==> src/rtl/sqrt_arbiter_if.sv <==
// sqrt_arbiter_if -- bundle of requester, core and response signals for sqrt_arbiter.
//
// Handshake semantics (all signals sampled on the rising clock edge):
//   * req[k] is a level: requester k holds it high until it sees its response,
//     with req_num[k*N +: N] carrying its operand. There is no ready signal;
//     grant tells the requester that its operand has been captured.
//   * core_start is a one-cycle pulse; core_num is stable from that pulse
//     until the arbiter returns to idle. The core answers with a core_done
//     pulse, and core_root/core_err are valid only while core_done is high.
//   * rsp_valid is a one-cycle strobe with no back-pressure; rsp_id/rsp_root/
//     rsp_err hold their values until the next strobe.
//
// Modports:
//   slave  - the arbiter (consumes requests and core results, drives the rest)
//   master - the environment (requesters plus the square-root core)
interface sqrt_arbiter_if #(
  parameter int N    = 16,
  parameter int NREQ = 4
);
  localparam int IW = (NREQ > 1) ? $clog2(NREQ) : 1;

  logic [NREQ-1:0]   req;
  logic [NREQ*N-1:0] req_num;
  logic [NREQ-1:0]   grant;
  logic              busy;
  logic              core_start;
  logic [N-1:0]      core_num;
  logic              core_done;
  logic [N/2-1:0]    core_root;
  logic              core_err;
  logic              rsp_valid;
  logic [IW-1:0]     rsp_id;
  logic [N/2-1:0]    rsp_root;
  logic              rsp_err;

  modport slave (
    input  req, req_num, core_done, core_root, core_err,
    output grant, busy, core_start, core_num, rsp_valid, rsp_id, rsp_root, rsp_err
  );

  modport master (
    output req, req_num, core_done, core_root, core_err,
    input  grant, busy, core_start, core_num, rsp_valid, rsp_id, rsp_root, rsp_err
  );
endinterface

==> src/rtl/sqrt_arbiter.sv <==
// sqrt_arbiter -- round-robin arbiter sharing one square-root core among NREQ
// requesters. One operation is in flight at a time: IDLE picks a winner and
// latches its operand, ISSUE pulses core_start, WAIT waits for core_done (or a
// timeout), RESP strobes the result back tagged with the winner's index.
//
// Ports:
//   clk       - single clock, rising edge
//   reset     - synchronous active-high reset
//   bus       - sqrt_arbiter_if.slave: req/req_num in, grant/busy out,
//               core_start/core_num out, core_done/core_root/core_err in,
//               rsp_valid/rsp_id/rsp_root/rsp_err out
//   dbg_state - current FSM state (0 IDLE, 1 ISSUE, 2 WAIT, 3 RESP)
module sqrt_arbiter #(
  parameter int N       = 16,
  parameter int NREQ    = 4,
  parameter int TIMEOUT = 40
) (
  input  logic          clk,
  input  logic          reset,
  sqrt_arbiter_if.slave bus,
  output logic [1:0]    dbg_state
);
  localparam int IW = (NREQ > 1) ? $clog2(NREQ) : 1;
  localparam int CW = $clog2(TIMEOUT + 1);
  localparam int RW = N / 2;
  localparam logic [NREQ-1:0] GRANT_ONE = NREQ'(1);

  typedef enum logic [1:0] {
    IDLE  = 2'd0,
    ISSUE = 2'd1,
    WAIT  = 2'd2,
    RESP  = 2'd3
  } state_t;

  state_t        state;
  state_t        state_next;
  logic [IW-1:0] ptr;
  logic [IW-1:0] winner;
  logic [CW-1:0] cnt;
  logic [N-1:0]  num_q;
  logic [IW-1:0] rsp_id_q;
  logic [RW-1:0] rsp_root_q;
  logic          rsp_err_q;
  logic          win_found;
  logic [IW-1:0] win_idx;
  logic [IW-1:0] cand;
  logic          timeout_hit;

  // Scan starting at ptr and wrapping; the first set bit wins.
  always_comb begin : rr_pick
    win_found = 1'b0;
    win_idx   = '0;
    cand      = '0;
    for (int i = 0; i < NREQ; i++) begin
      cand = IW'((int'(ptr) + i) % NREQ);
      if (!win_found && bus.req[cand]) begin
        win_found = 1'b1;
        win_idx   = cand;
      end
    end
  end

  // cnt counts completed WAIT cycles without core_done; the cycle that would
  // bring it to TIMEOUT is the last WAIT cycle, so RESP lands exactly TIMEOUT
  // cycles after WAIT entry.
  assign timeout_hit = (cnt == CW'(TIMEOUT - 1));

  // State register
  always_ff @(posedge clk) begin
    if (reset) state <= IDLE;
    else       state <= state_next;
  end

  // Next-state logic
  always_comb begin
    state_next = state;
    case (state)
      IDLE:    if (win_found) state_next = ISSUE;
      ISSUE:   state_next = WAIT;
      WAIT:    if (bus.core_done || timeout_hit) state_next = RESP;
      RESP:    state_next = IDLE;
      default: state_next = IDLE;
    endcase
  end

  // Datapath registers. Winner and operand are captured only in IDLE, so
  // later req/req_num activity cannot disturb an operation in flight.
  always_ff @(posedge clk) begin
    if (reset) begin
      ptr        <= '0;
      winner     <= '0;
      cnt        <= '0;
      num_q      <= '0;
      rsp_id_q   <= '0;
      rsp_root_q <= '0;
      rsp_err_q  <= 1'b0;
    end else begin
      case (state)
        IDLE: begin
          if (win_found) begin
            winner <= win_idx;
            num_q  <= bus.req_num[win_idx*N +: N];
          end
        end
        ISSUE: cnt <= '0;
        WAIT: begin
          // core_done has priority over a simultaneous timeout.
          if (bus.core_done) begin
            rsp_id_q   <= winner;
            rsp_root_q <= bus.core_root;
            rsp_err_q  <= bus.core_err;
          end else begin
            cnt <= cnt + 1'b1;
            if (timeout_hit) begin
              rsp_id_q   <= winner;
              rsp_root_q <= '0;
              rsp_err_q  <= 1'b1;
            end
          end
        end
        RESP: ptr <= (winner == IW'(NREQ - 1)) ? '0 : winner + 1'b1;
        default: ;
      endcase
    end
  end

  // Outputs decoded from state; grant is derived from the captured winner so
  // it stays one-hot and constant from ISSUE through RESP.
  always_comb begin
    bus.grant      = '0;
    bus.busy       = 1'b0;
    bus.core_start = 1'b0;
    bus.rsp_valid  = 1'b0;
    if (state != IDLE) begin
      bus.grant = GRANT_ONE << winner;
      bus.busy  = 1'b1;
    end
    if (state == ISSUE) bus.core_start = 1'b1;
    if (state == RESP)  bus.rsp_valid  = 1'b1;
    bus.core_num = num_q;
    bus.rsp_id   = rsp_id_q;
    bus.rsp_root = rsp_root_q;
    bus.rsp_err  = rsp_err_q;
    dbg_state    = state;
  end
endmodule

==> src/flat_wrapper.sv <==
// flat-port wrapper written by rule: the top's interface ports become plain ports
module sqrt_arbiter_flat 
#(
  parameter int N       = 16,
  parameter int NREQ    = 4,
  parameter int TIMEOUT = 40
)
  (clk, reset, dbg_state, bus_req, bus_req_num, bus_core_done, bus_core_root, bus_core_err, bus_grant, bus_busy, bus_core_start, bus_core_num, bus_rsp_valid, bus_rsp_id, bus_rsp_root, bus_rsp_err);
  sqrt_arbiter_if #(.N(N), .NREQ(NREQ)) bus_i ();
  input  logic clk;
  input  logic reset;
  output logic [1:0] dbg_state;
  input wire logic [$bits(bus_i.req)-1:0] bus_req;
  input wire logic [$bits(bus_i.req_num)-1:0] bus_req_num;
  input wire logic [$bits(bus_i.core_done)-1:0] bus_core_done;
  input wire logic [$bits(bus_i.core_root)-1:0] bus_core_root;
  input wire logic [$bits(bus_i.core_err)-1:0] bus_core_err;
  output wire logic [$bits(bus_i.grant)-1:0] bus_grant;
  output wire logic [$bits(bus_i.busy)-1:0] bus_busy;
  output wire logic [$bits(bus_i.core_start)-1:0] bus_core_start;
  output wire logic [$bits(bus_i.core_num)-1:0] bus_core_num;
  output wire logic [$bits(bus_i.rsp_valid)-1:0] bus_rsp_valid;
  output wire logic [$bits(bus_i.rsp_id)-1:0] bus_rsp_id;
  output wire logic [$bits(bus_i.rsp_root)-1:0] bus_rsp_root;
  output wire logic [$bits(bus_i.rsp_err)-1:0] bus_rsp_err;
  assign bus_i.req = bus_req;
  assign bus_i.req_num = bus_req_num;
  assign bus_i.core_done = bus_core_done;
  assign bus_i.core_root = bus_core_root;
  assign bus_i.core_err = bus_core_err;
  assign bus_grant = bus_i.grant;
  assign bus_busy = bus_i.busy;
  assign bus_core_start = bus_i.core_start;
  assign bus_core_num = bus_i.core_num;
  assign bus_rsp_valid = bus_i.rsp_valid;
  assign bus_rsp_id = bus_i.rsp_id;
  assign bus_rsp_root = bus_i.rsp_root;
  assign bus_rsp_err = bus_i.rsp_err;
  sqrt_arbiter #(.N(N), .NREQ(NREQ), .TIMEOUT(TIMEOUT)) u_core (.clk(clk), .reset(reset), .bus(bus_i), .dbg_state(dbg_state));
endmodule
==> config.mk <==
export PLATFORM = sky130hd
export DESIGN_NAME = sqrt_arbiter_flat
export DESIGN_NICKNAME = d
export VERILOG_FILES = /design/src/rtl/sqrt_arbiter_if.sv /design/src/rtl/sqrt_arbiter.sv /design/src/flat_wrapper.sv
export SDC_FILE = /design/constraint.sdc
export NUM_CORES = 1
export LEC_CHECK = 0
export ABC_AREA = 1
export BUFFER_PORTS_ARGS = -buffer_cell sky130_fd_sc_hd__buf_2
export CAP_MARGIN = 30
export CORE_ASPECT_RATIO = 1.1
export CORE_MARGIN = 8
export CORE_UTILIZATION = 48
export CTS_CLUSTER_DIAMETER = 80
export DETAILED_ROUTE_END_ITERATION = 12
export GPL_ROUTABILITY_DRIVEN = 0
export GPL_TIMING_DRIVEN = 0
export PLACE_DENSITY = 0.81
export SKIP_LAST_GASP = 1
export SYNTH_ARGS = -nofsm -noshare
export SYNTH_HDL_FRONTEND = slang
export SYNTH_SLANG_ARGS = --single-unit
export TNS_END_PERCENT = 10
==> constraint.sdc <==
create_clock -name clk -period 2.2 [get_ports clk]
set_input_delay 0.44 -clock clk [delete_from_list [all_inputs] [get_ports clk]]
set_output_delay 0.44 -clock clk [all_outputs]
set_load 0.02 [all_outputs]
* After elaboration in Yosys (flattened, before gate mapping) *
Cells that the tools add are included.

word-level totals
  register bits = 39
  output and inout bits = 36

cells by class
  add/sub/neg operators = 5
  order comparisons = 4
  equal/unequal tests = 8
  shift-type cells = 2
  multiplexer cells = 32
  reductions and logical operators = 15

operator list
  kind                   number
  $shiftx A64 B7 Y16     1
  $mux W2                9
  $mux W8                2
  $mux W1                13
  $lt A2 B3 Y1 const B   4
  $pmux W6 S2            1
  $bmux W1 S2            4
  $pmux W2 S4            1
  $reduce_and A2 Y1      4
  $add A6 B1 Y6 const B  1
  $eq A2 B2 Y1 const B   3
  $eq A6 B6 Y1 const B   1
  $mux W6                1
  $reduce_bool A2 Y1     3
  $add A2 B1 Y2 const B  2
  $add A2 B2 Y2 const B  2
  $mux W4                1
  $ne A2 B1 Y1 const B   2
  $shl A1 B2 Y4 const A  1
  $logic_and A1 B1 Y1    3
  $logic_not A1 Y1       3
  $eq A2 B1 Y1 const B   1
  $logic_not A2 Y1       1
  $ne A2 B2 Y1 const B   1
  $logic_or A1 B1 Y1     1

* Depth between registers and ports, before layout *
Gate-level depths: netlist of run 1.

  depth after elaboration = 14
  depth in mapped cells = 17
  mapped depth without buffers = 15

* Least setup slack after synthesis of run 1 *
Ideal clock, no wire load.

  path kind = register to register
  from = register u_core.ptr[0]
  to = register u_core.num_q[0], in the netlist u_core.bus.core_num[0]
  arrival = 1.520 ns
  data required time = 2.091 ns
  slack = 0.571 ns
  stages on the path, launching flop included = 16
  buffers on the path = 2
  clock period less this slack = 1.629 ns
  cells stage by stage = dfxtp_1 inv_2 buf_6 nand2_1 nand3_2 nand2_4 inv_1 nand2_1 nand2_1 nand2_2 buf_4 nand3b_1 nand3_1 nand3_1 nand2_1 inv_1

between the ends
  cells in the longest elaborated chain, start to end = 13
  elaborated cells on any way between the ends = 27
  classes of those cells = add/sub: 3; shift: 1; mux: 16; reduce/logical: 7

RTL lines
  what                                                    line                 text
  start, declared                                         sqrt_arbiter.sv:37   logic [IW-1:0] ptr;
  start signal, assigned                                  sqrt_arbiter.sv:121  RESP: ptr <= (winner == IW'(NREQ - 1)) ? '0 : winner + 1'b1;
  branches (longest 13 deep; another with $add A2 B1 Y2)  --
  end signal, assigned                                    sqrt_arbiter.sv:102  num_q <= bus.req_num[win_idx*N +: N];
  end, declared                                           sqrt_arbiter.sv:40   logic [N-1:0] num_q;

Several ways; the timed one is not identified. The select of a mux whose other input is x is not followed.
A chain may end at the register's enable or synchronous reset.

* Final worst setup path of run 1 *
  from = register u_core.ptr[0]
  to = register u_core.num_q[12], in the netlist u_core.bus.core_num[12]

The elaborated chain is that of the path after synthesis.

==> impl_metrics.py, run 1 <==
metrics = {
    "finish": {
        "post-route-util_pct": 63.7,
        "post-route-cell-area_sq_um": 3410,
        "nets": 629,
        "diodes": 0,
        "synthToLayoutAreaGrowth_pct": 28.3,
        "drive_above_1_share_pct": 32.2,
    },
    "synthesis": {
        "synth_top_area_share_pct": 29.4,
        "synth_area_leaders": "dfxtp_1 (29%), nand2_1 (20%), nand3_1 (7.7%)",
        "yosysWarnings": 0,
        "avgSynthCellArea_sq_um": 6.36,
        "ys_types": 29,
        "synth_area_sq_um": 2660,
        "ys_seq_area_share_pct": 29.4,
        "syn_nets": 507,
        "synth_top_cell_by_area": "dfxtp_1",
        "synthCells": 418,
        "ys_ff_latch": 39,
    },
    "worst_setup_path": {
        "r2r-end": "u_core.bus.core_num[12]",
        "cp_slowest_cell": "dfxtp_1",
        "worstPathRequired_ns": 2.39,
        "crit_end": "u_core.bus.core_num[12]",
        "path_max_fanout": 10,
        "r2r_setup_slack_ns": 0.32,
        "rr_worst_depth": 15,
        "worst-path-buf-inv": 5,
        "arrival_ns": 2.08,
        "crit_family": "simple AND/OR/NAND/NOR gates",
        "crit_chain": "inv_2 > buf_6 > nand2_1 > nand3_2 > nand2_4 > inv_1 > nand2_1 > nand2_1 > nand2_2 > buf_4 > nand3b_1 > nand3_1 > nand3_1 > nand2_1 > inv_1",
        "crit_start": "u_core.ptr[0]",
        "worstSetupStartpointType": "flop",
        "path_class": "flop to flop",
        "crit_path_frequent_cell": "nand2_1",
        "r2r_start": "u_core.ptr[0]",
        "cp.depth": 15,
        "critPathMaxStageDelay_ns": 0.34,
        "cp-end-kind": "flop",
    },
    "sta": {
        "setup_ws_ns": 0.316,
        "min_period_ns": 1.88,
        "hold_viol_final": 0,
        "fin_tns_setup_ns": 0,
        "timing.final.crit_share_pct": 85.7,
        "skew_ns": 0.00417,
        "tightestPinTransition_ns": 0.486,
        "whs_ns": 0.396,
        "rsz0062_at_grt": "no",
        "fmax_mhz": 531,
        "slew_violations": 0,
        "setup_viol": 0,
        "max_slew_margin_pct": 67.6,
    },
    "clock_tree": {
        "cts_made_buffers": 5,
        "clkTransAtPathRegs_ns": 0.08,
        "cts_setup_buffers": 0,
        "cts_root_buf": "clkbuf_8",
        "clock_latency_ns": 0.29,
        "h-tree-depth": 2,
        "ctsHoldBuffers": 0,
        "cts_tree": "done",
        "clock-sinks": 39,
        "ctsResizeCount": 0,
        "clock_path_buffers": 2,
    },
    "flow_run": {
        "maxCapViolations": 0,
    },
    "grt": {
        "grt_pass1_wl_mm": 12.4,
        "grt_pass1_vias": 2885,
        "grt_max_degree": 13,
        "grt_overflow_total": 0,
        "grtUsageTotal_pct": 18.5,
        "antenna_found_initial": 0,
    },
    "routing": {
        "ant_nets": 0,
        "vias_per_cell": 4.82,
        "drt_pass1_iterations": 4,
        "wirelength_mm": 7.79,
        "wl_per_cell_um": 12.6,
        "drcViolationCount": 0,
        "vias": 2969,
        "drt_first_iter_violations": 88,
    },
    "floorplan": {
        "die-area_sq_um": 8180,
        "die_x_um": 87.0,
        "start_util_pct": 49.6,
        "ios": 116,
        "row_count": 28,
        "core_area_sq_um": 5360,
        "dieHeight_um": 94.1,
    },
    "power": {
        "peakVddDrop_v": 0.000604,
        "powerDensity_nw_per_um2": 1240,
        "leakagePower_nw": 1.92,
    },
    "place": {
        "dp_hpwl_mm": 6.36,
        "placed_cell_area_sq_um": 3330,
        "port_buffers": 115,
        "dp_worst_setup_slack_ns": 0.234,
    },
    "hold_path": {
        "hp-class": "input pin to flop",
    },
    "status": {
        "status": "completed",
    },
}
[cell families (layout without fill, tap and decap cells)]
group | Yosys count | count (layout) | synth area share (%)
AND/OR/NAND/NOR | 270 | 270 | 46.9
adder cells (fa/ha/maj) | 9 | 9 | 4.24
buffers and inverters | 63 | 186 | 11.6
AO/OA/AOI/OAI | 37 | 37 | 7.91
flip-flops | 39 | 39 | 29.4
[final cells by class]
cell class | count | area [sq um]
Clock inverter | 3 | 15.0
Clock buffer | 5 | 68.8
Inverter | 48 | 183
Multi-Input combinational cell | 316 | 1570
Sequential cell | 39 | 781
Tap cell | 75 | 93.8
Timing Repair Buffer | 115 | 576
Buffer | 15 | 126
Fill cell | 522 | 1950
[placed cells by master, fill, tap and decap left out, types with 5 or more instances in the layout]
| cell type | synthesis | layout |
|---|---|---|
| buf_2 | 2 | 117 |
| o21ai_0 | 9 | 9 |
| clkbuf_8 | 0 | 5 |
| a21oi_1 | 20 | 20 |
| inv_1 | 41 | 41 |
| nand3b_1 | 7 | 7 |
| ha_1 | 9 | 9 |
| nand2_2 | 16 | 16 |
| nor2_1 | 51 | 51 |
| inv_2 | 6 | 6 |
| nand3_1 | 41 | 41 |
| dfxtp_1 | 39 | 39 |
| buf_6 | 6 | 6 |
| nand3_2 | 6 | 6 |
| nand2_1 | 140 | 140 |
[per-layer routing]
metal / vias up / global-route usage (%) / wire length [um]
met5: - / 0 / 0
met4: 0 / 5.03 / 70
met3: 9 / 6.47 / 724
met2: 92 / 34.4 / 3920
met1: 1317 / 19.1 / 3080
li1: 1551 / - / -
[stage by stage]
step / power [W] / instances
2_1_floorplan: 0.00310 / 418
3_3_place_gp: 0.00374 / 608
3_5_place_dp: 0.00381 / 608
4_1_cts: 0.00428 / 616
5_1_grt: 0.00464 / 616
6_report: 0.00424 / 616
[registers in the layout, summed over array words and instances (netlist names)]
signal,flops
u_core.ptr,2
u_core.winner,2
u_core.bus.rsp_err,1
u_core.bus.rsp_root,8
u_core.bus.rsp_id,2
u_core.bus.core_num,16
u_core.dbg_state,2
u_core.cnt,6
[how the worst min path moves through the flow]
stage                                 from                endpoint  slack, ns  cells past startpoint
finish                    bus_core_root[3]  u_core.bus.rsp_root[3]       0.40                      3
global route              bus_core_root[7]  u_core.bus.rsp_root[7]       0.39                      3
CTS                       bus_core_root[3]  u_core.bus.rsp_root[3]       0.39                      3
detailed placement  u_core.bus.rsp_root[2]  u_core.bus.rsp_root[2]       0.45                      2
global placement    u_core.bus.rsp_root[6]  u_core.bus.rsp_root[6]       0.44                      2
floorplan                    u_core.cnt[5]           u_core.cnt[5]       0.44                      2
[worst min-delay path: stages]
cell     delay (ns)
buf_2          0.09
nand2_1        0.05
a21oi_1        0.05
[cell usage after synthesis]
library cell / number
ha_1: 9
nor2_4: 1
inv_4: 1
nor2_1: 51
a21oi_1: 20
nor2_8: 1
nand3b_1: 7
nor2_2: 1
nand3_1: 41
o221a_2: 1
nand3_2: 6
inv_1: 41
buf_4: 3
nand2_2: 16
buf_6: 6
o21ai_2: 1
o21ai_0: 9
buf_8: 1
a221oi_1: 1
buf_2: 2
a211oi_1: 4
nand3_4: 2
clkbuf_1: 3
nand2_4: 3
nor3_1: 1
inv_2: 6
a31oi_1: 1
dfxtp_1: 39
nand2_1: 140
[report_power, final]
group | switching, W | internal (W)
registers | 0.000113 | 0.000901
clock network | 0.000252 | 0.000217
logic | 0.00179 | 0.000970
No activity file was read; power rests on OpenSTA's default activity.
==> run 2, diff against run 1 <==
--- a/config.mk
+++ b/config.mk
@@ -8,14 +8,16 @@
 export ABC_AREA = 1
 export BUFFER_PORTS_ARGS = -buffer_cell sky130_fd_sc_hd__buf_2
 export CAP_MARGIN = 30
+export CELL_PAD_IN_SITES_DETAIL_PLACEMENT = 0
+export CELL_PAD_IN_SITES_GLOBAL_PLACEMENT = 1
 export CORE_ASPECT_RATIO = 1.1
 export CORE_MARGIN = 8
-export CORE_UTILIZATION = 48
+export CORE_UTILIZATION = 32
 export CTS_CLUSTER_DIAMETER = 80
 export DETAILED_ROUTE_END_ITERATION = 12
 export GPL_ROUTABILITY_DRIVEN = 0
 export GPL_TIMING_DRIVEN = 0
-export PLACE_DENSITY = 0.81
+export PLACE_DENSITY_LB_ADDON = 0.1
 export SKIP_LAST_GASP = 1
 export SYNTH_ARGS = -nofsm -noshare
 export SYNTH_HDL_FRONTEND = slang
==> impl_metrics.py, run 2 (synthesis results as in run 1) <==
metrics = {
    "routing": {
        "vias": 2846,
        "drt_pass1_iterations": 4,
        "ant_nets": 0,
        "wl_per_cell_um": 12.5,
        "wirelength_mm": 8.13,
        "vias_per_cell": 4.37,
        "drcViolationCount": 0,
        "drt_first_iter_violations": 93,
    },
    "floorplan": {
        "start_util_pct": 32.3,
        "die_x_um": 103,
        "ios": 116,
        "core_area_sq_um": 8230,
        "dieHeight_um": 112,
        "die-area_sq_um": 11500,
        "row_count": 35,
    },
    "finish": {
        "largest_reg_flops": 16,
        "drive_above_1_share_pct": 32.2,
        "diodes": 0,
        "final_cell_mix": "nand2_1 (140), buf_2 (117), nor2_1 (51)",
        "final_common_cell": "nand2_1",
        "nets": 629,
        "fin_cells": 652,
        "synthToLayoutAreaGrowth_pct": 31.3,
        "post-route-util_pct": 42.4,
    },
    "place": {
        "dp_hpwl_mm": 6.65,
        "dp_worst_setup_slack_ns": 0.260,
        "port_buffers": 115,
        "post-place-cells": 644,
    },
    "worst_setup_path": {
        "r2r_setup_slack_ns": 0.33,
        "r2r-end": "u_core.bus.core_num[11]",
        "cp-end-kind": "output port",
        "path_max_fanout": 6,
        "worstSetupStartpointType": "flop",
        "r2r_start": "u_core.ptr[1]",
        "arrival_ns": 1.44,
        "path_class": "flop to output port",
        "rr_worst_depth": 14,
        "worstPathRequired_ns": 1.76,
    },
    "grt": {
        "grt_max_degree": 13,
        "grt_overflow_total": 0,
        "antenna_found_initial": 0,
        "grt_pass1_vias": 2926,
        "grtUsageTotal_pct": 14.6,
        "grt_pass1_wl_mm": 13.7,
    },
    "flow_run": {
        "maxCapViolations": 0,
    },
    "clock_tree": {
        "clock_latency_ns": 0.29,
        "h-tree-depth": 2,
        "cts_root_buf": "clkbuf_8",
        "ctsResizeCount": 0,
        "cts_setup_buffers": 0,
        "cts_tree": "done",
        "clkTransAtPathRegs_ns": 0.08,
        "clock_path_buffers": 2,
        "clock-sinks": 39,
        "ctsHoldBuffers": 0,
        "cts_made_buffers": 5,
    },
    "sta": {
        "timing.final.crit_share_pct": 85.5,
        "whs_ns": 0.404,
        "setup_ws_ns": 0.320,
        "rsz0062_at_grt": "no",
        "max_slew_margin_pct": 65.1,
        "fin_tns_setup_ns": 0,
        "fmax_mhz": 532,
        "skew_ns": 0.00595,
        "setup_viol": 0,
        "slew_violations": 0,
        "min_period_ns": 1.88,
        "tightestPinTransition_ns": 0.524,
        "hold_viol_final": 0,
    },
    "hold_path": {
        "min_from": "bus_core_root[2]",
        "holdPathStages": 3,
        "hp-class": "input pin to flop",
        "min_to": "u_core.bus.rsp_root[2]",
    },
    "power": {
        "power_frac_comb_pct": 62.9,
        "powerDensity_nw_per_um2": 1260,
        "sw_frac_of_total_pct": 49.3,
        "leakagePower_nw": 1.93,
        "p_clk_share_pct": 14.0,
        "p_seq_share_pct": 23.1,
        "peakVddDrop_v": 0.000456,
        "internal-power_w": 0.00224,
        "p_switching_w": 0.00217,
    },
    "status": {
        "status": "completed",
    },
}
==> run 2: critical path, stage by stage, from the launching register on <==
cell	delay [ns]
dfxtp_1	0.41
inv_1	0.10
ha_1	0.31
inv_1	0.15
buf_2	0.18
==> run 2: area by class of cell <==
| class | count | area (sq um) |
|---|---|---|
| Clock buffer | 6 | 82.6 |
| Timing Repair Buffer | 115 | 576 |
| Tap cell | 111 | 139 |
| Sequential cell | 39 | 781 |
| Inverter | 48 | 183 |
| Multi-Input combinational cell | 316 | 1570 |
| Buffer | 15 | 126 |
| Clock inverter | 2 | 35.0 |
| Fill cell | 942 | 4740 |
==> run 2: how the worst max path moves through the flow <==
stage	from	depth (start not counted)	to	slack, ns
6_report	u_core.dbg_state[0]	4	bus_busy	0.32
5_1_grt	u_core.ptr[1]	15	u_core.bus.core_num[5]	0.07
4_1_cts	u_core.ptr[1]	15	u_core.bus.core_num[5]	0.30
2_1_floorplan	bus_req[3]	15	u_core.bus.core_num[5]	0.57
3_3_place_gp	bus_req[1]	15	u_core.bus.core_num[15]	0.28
3_5_place_dp	bus_req[1]	15	u_core.bus.core_num[5]	0.26
==> run 2: layer usage <==
layer	share of wire, %	vias up	GRT usage, %
li1	-	1547	-
met1	45	1216	17.9
met2	45	79	23.7
met3	9.6	4	5.24
met4	0.65	0	2.90
met5	0	-	0
==> run 2: power by group through the flow <==
| stage | Clock [W] | Sequential (W) | Combinational [W] |
|---|---|---|---|
| 3_5_place_dp | 0 | 0.00104 | 0.00283 |
| 2_1_floorplan | 0 | 0.00122 | 0.00188 |
| 5_1_grt | 0.000679 | 0.00104 | 0.00316 |
| 6_report | 0.000617 | 0.00102 | 0.00277 |
| 4_1_cts | 0.000641 | 0.00102 | 0.00284 |
| 3_3_place_gp | 0 | 0.00103 | 0.00282 |
==> run 2: metrics by stage <==
| stage | total power [W] | area, sq um |
|---|---|---|
| 3_5_place_dp | 0.00387 | 3370 |
| 6_report | 0.00441 | 3490 |
| 4_1_cts | 0.00450 | 3490 |
| 2_1_floorplan | 0.00310 | 2660 |
| 5_1_grt | 0.00488 | 3490 |
| 3_3_place_gp | 0.00385 | 3370 |
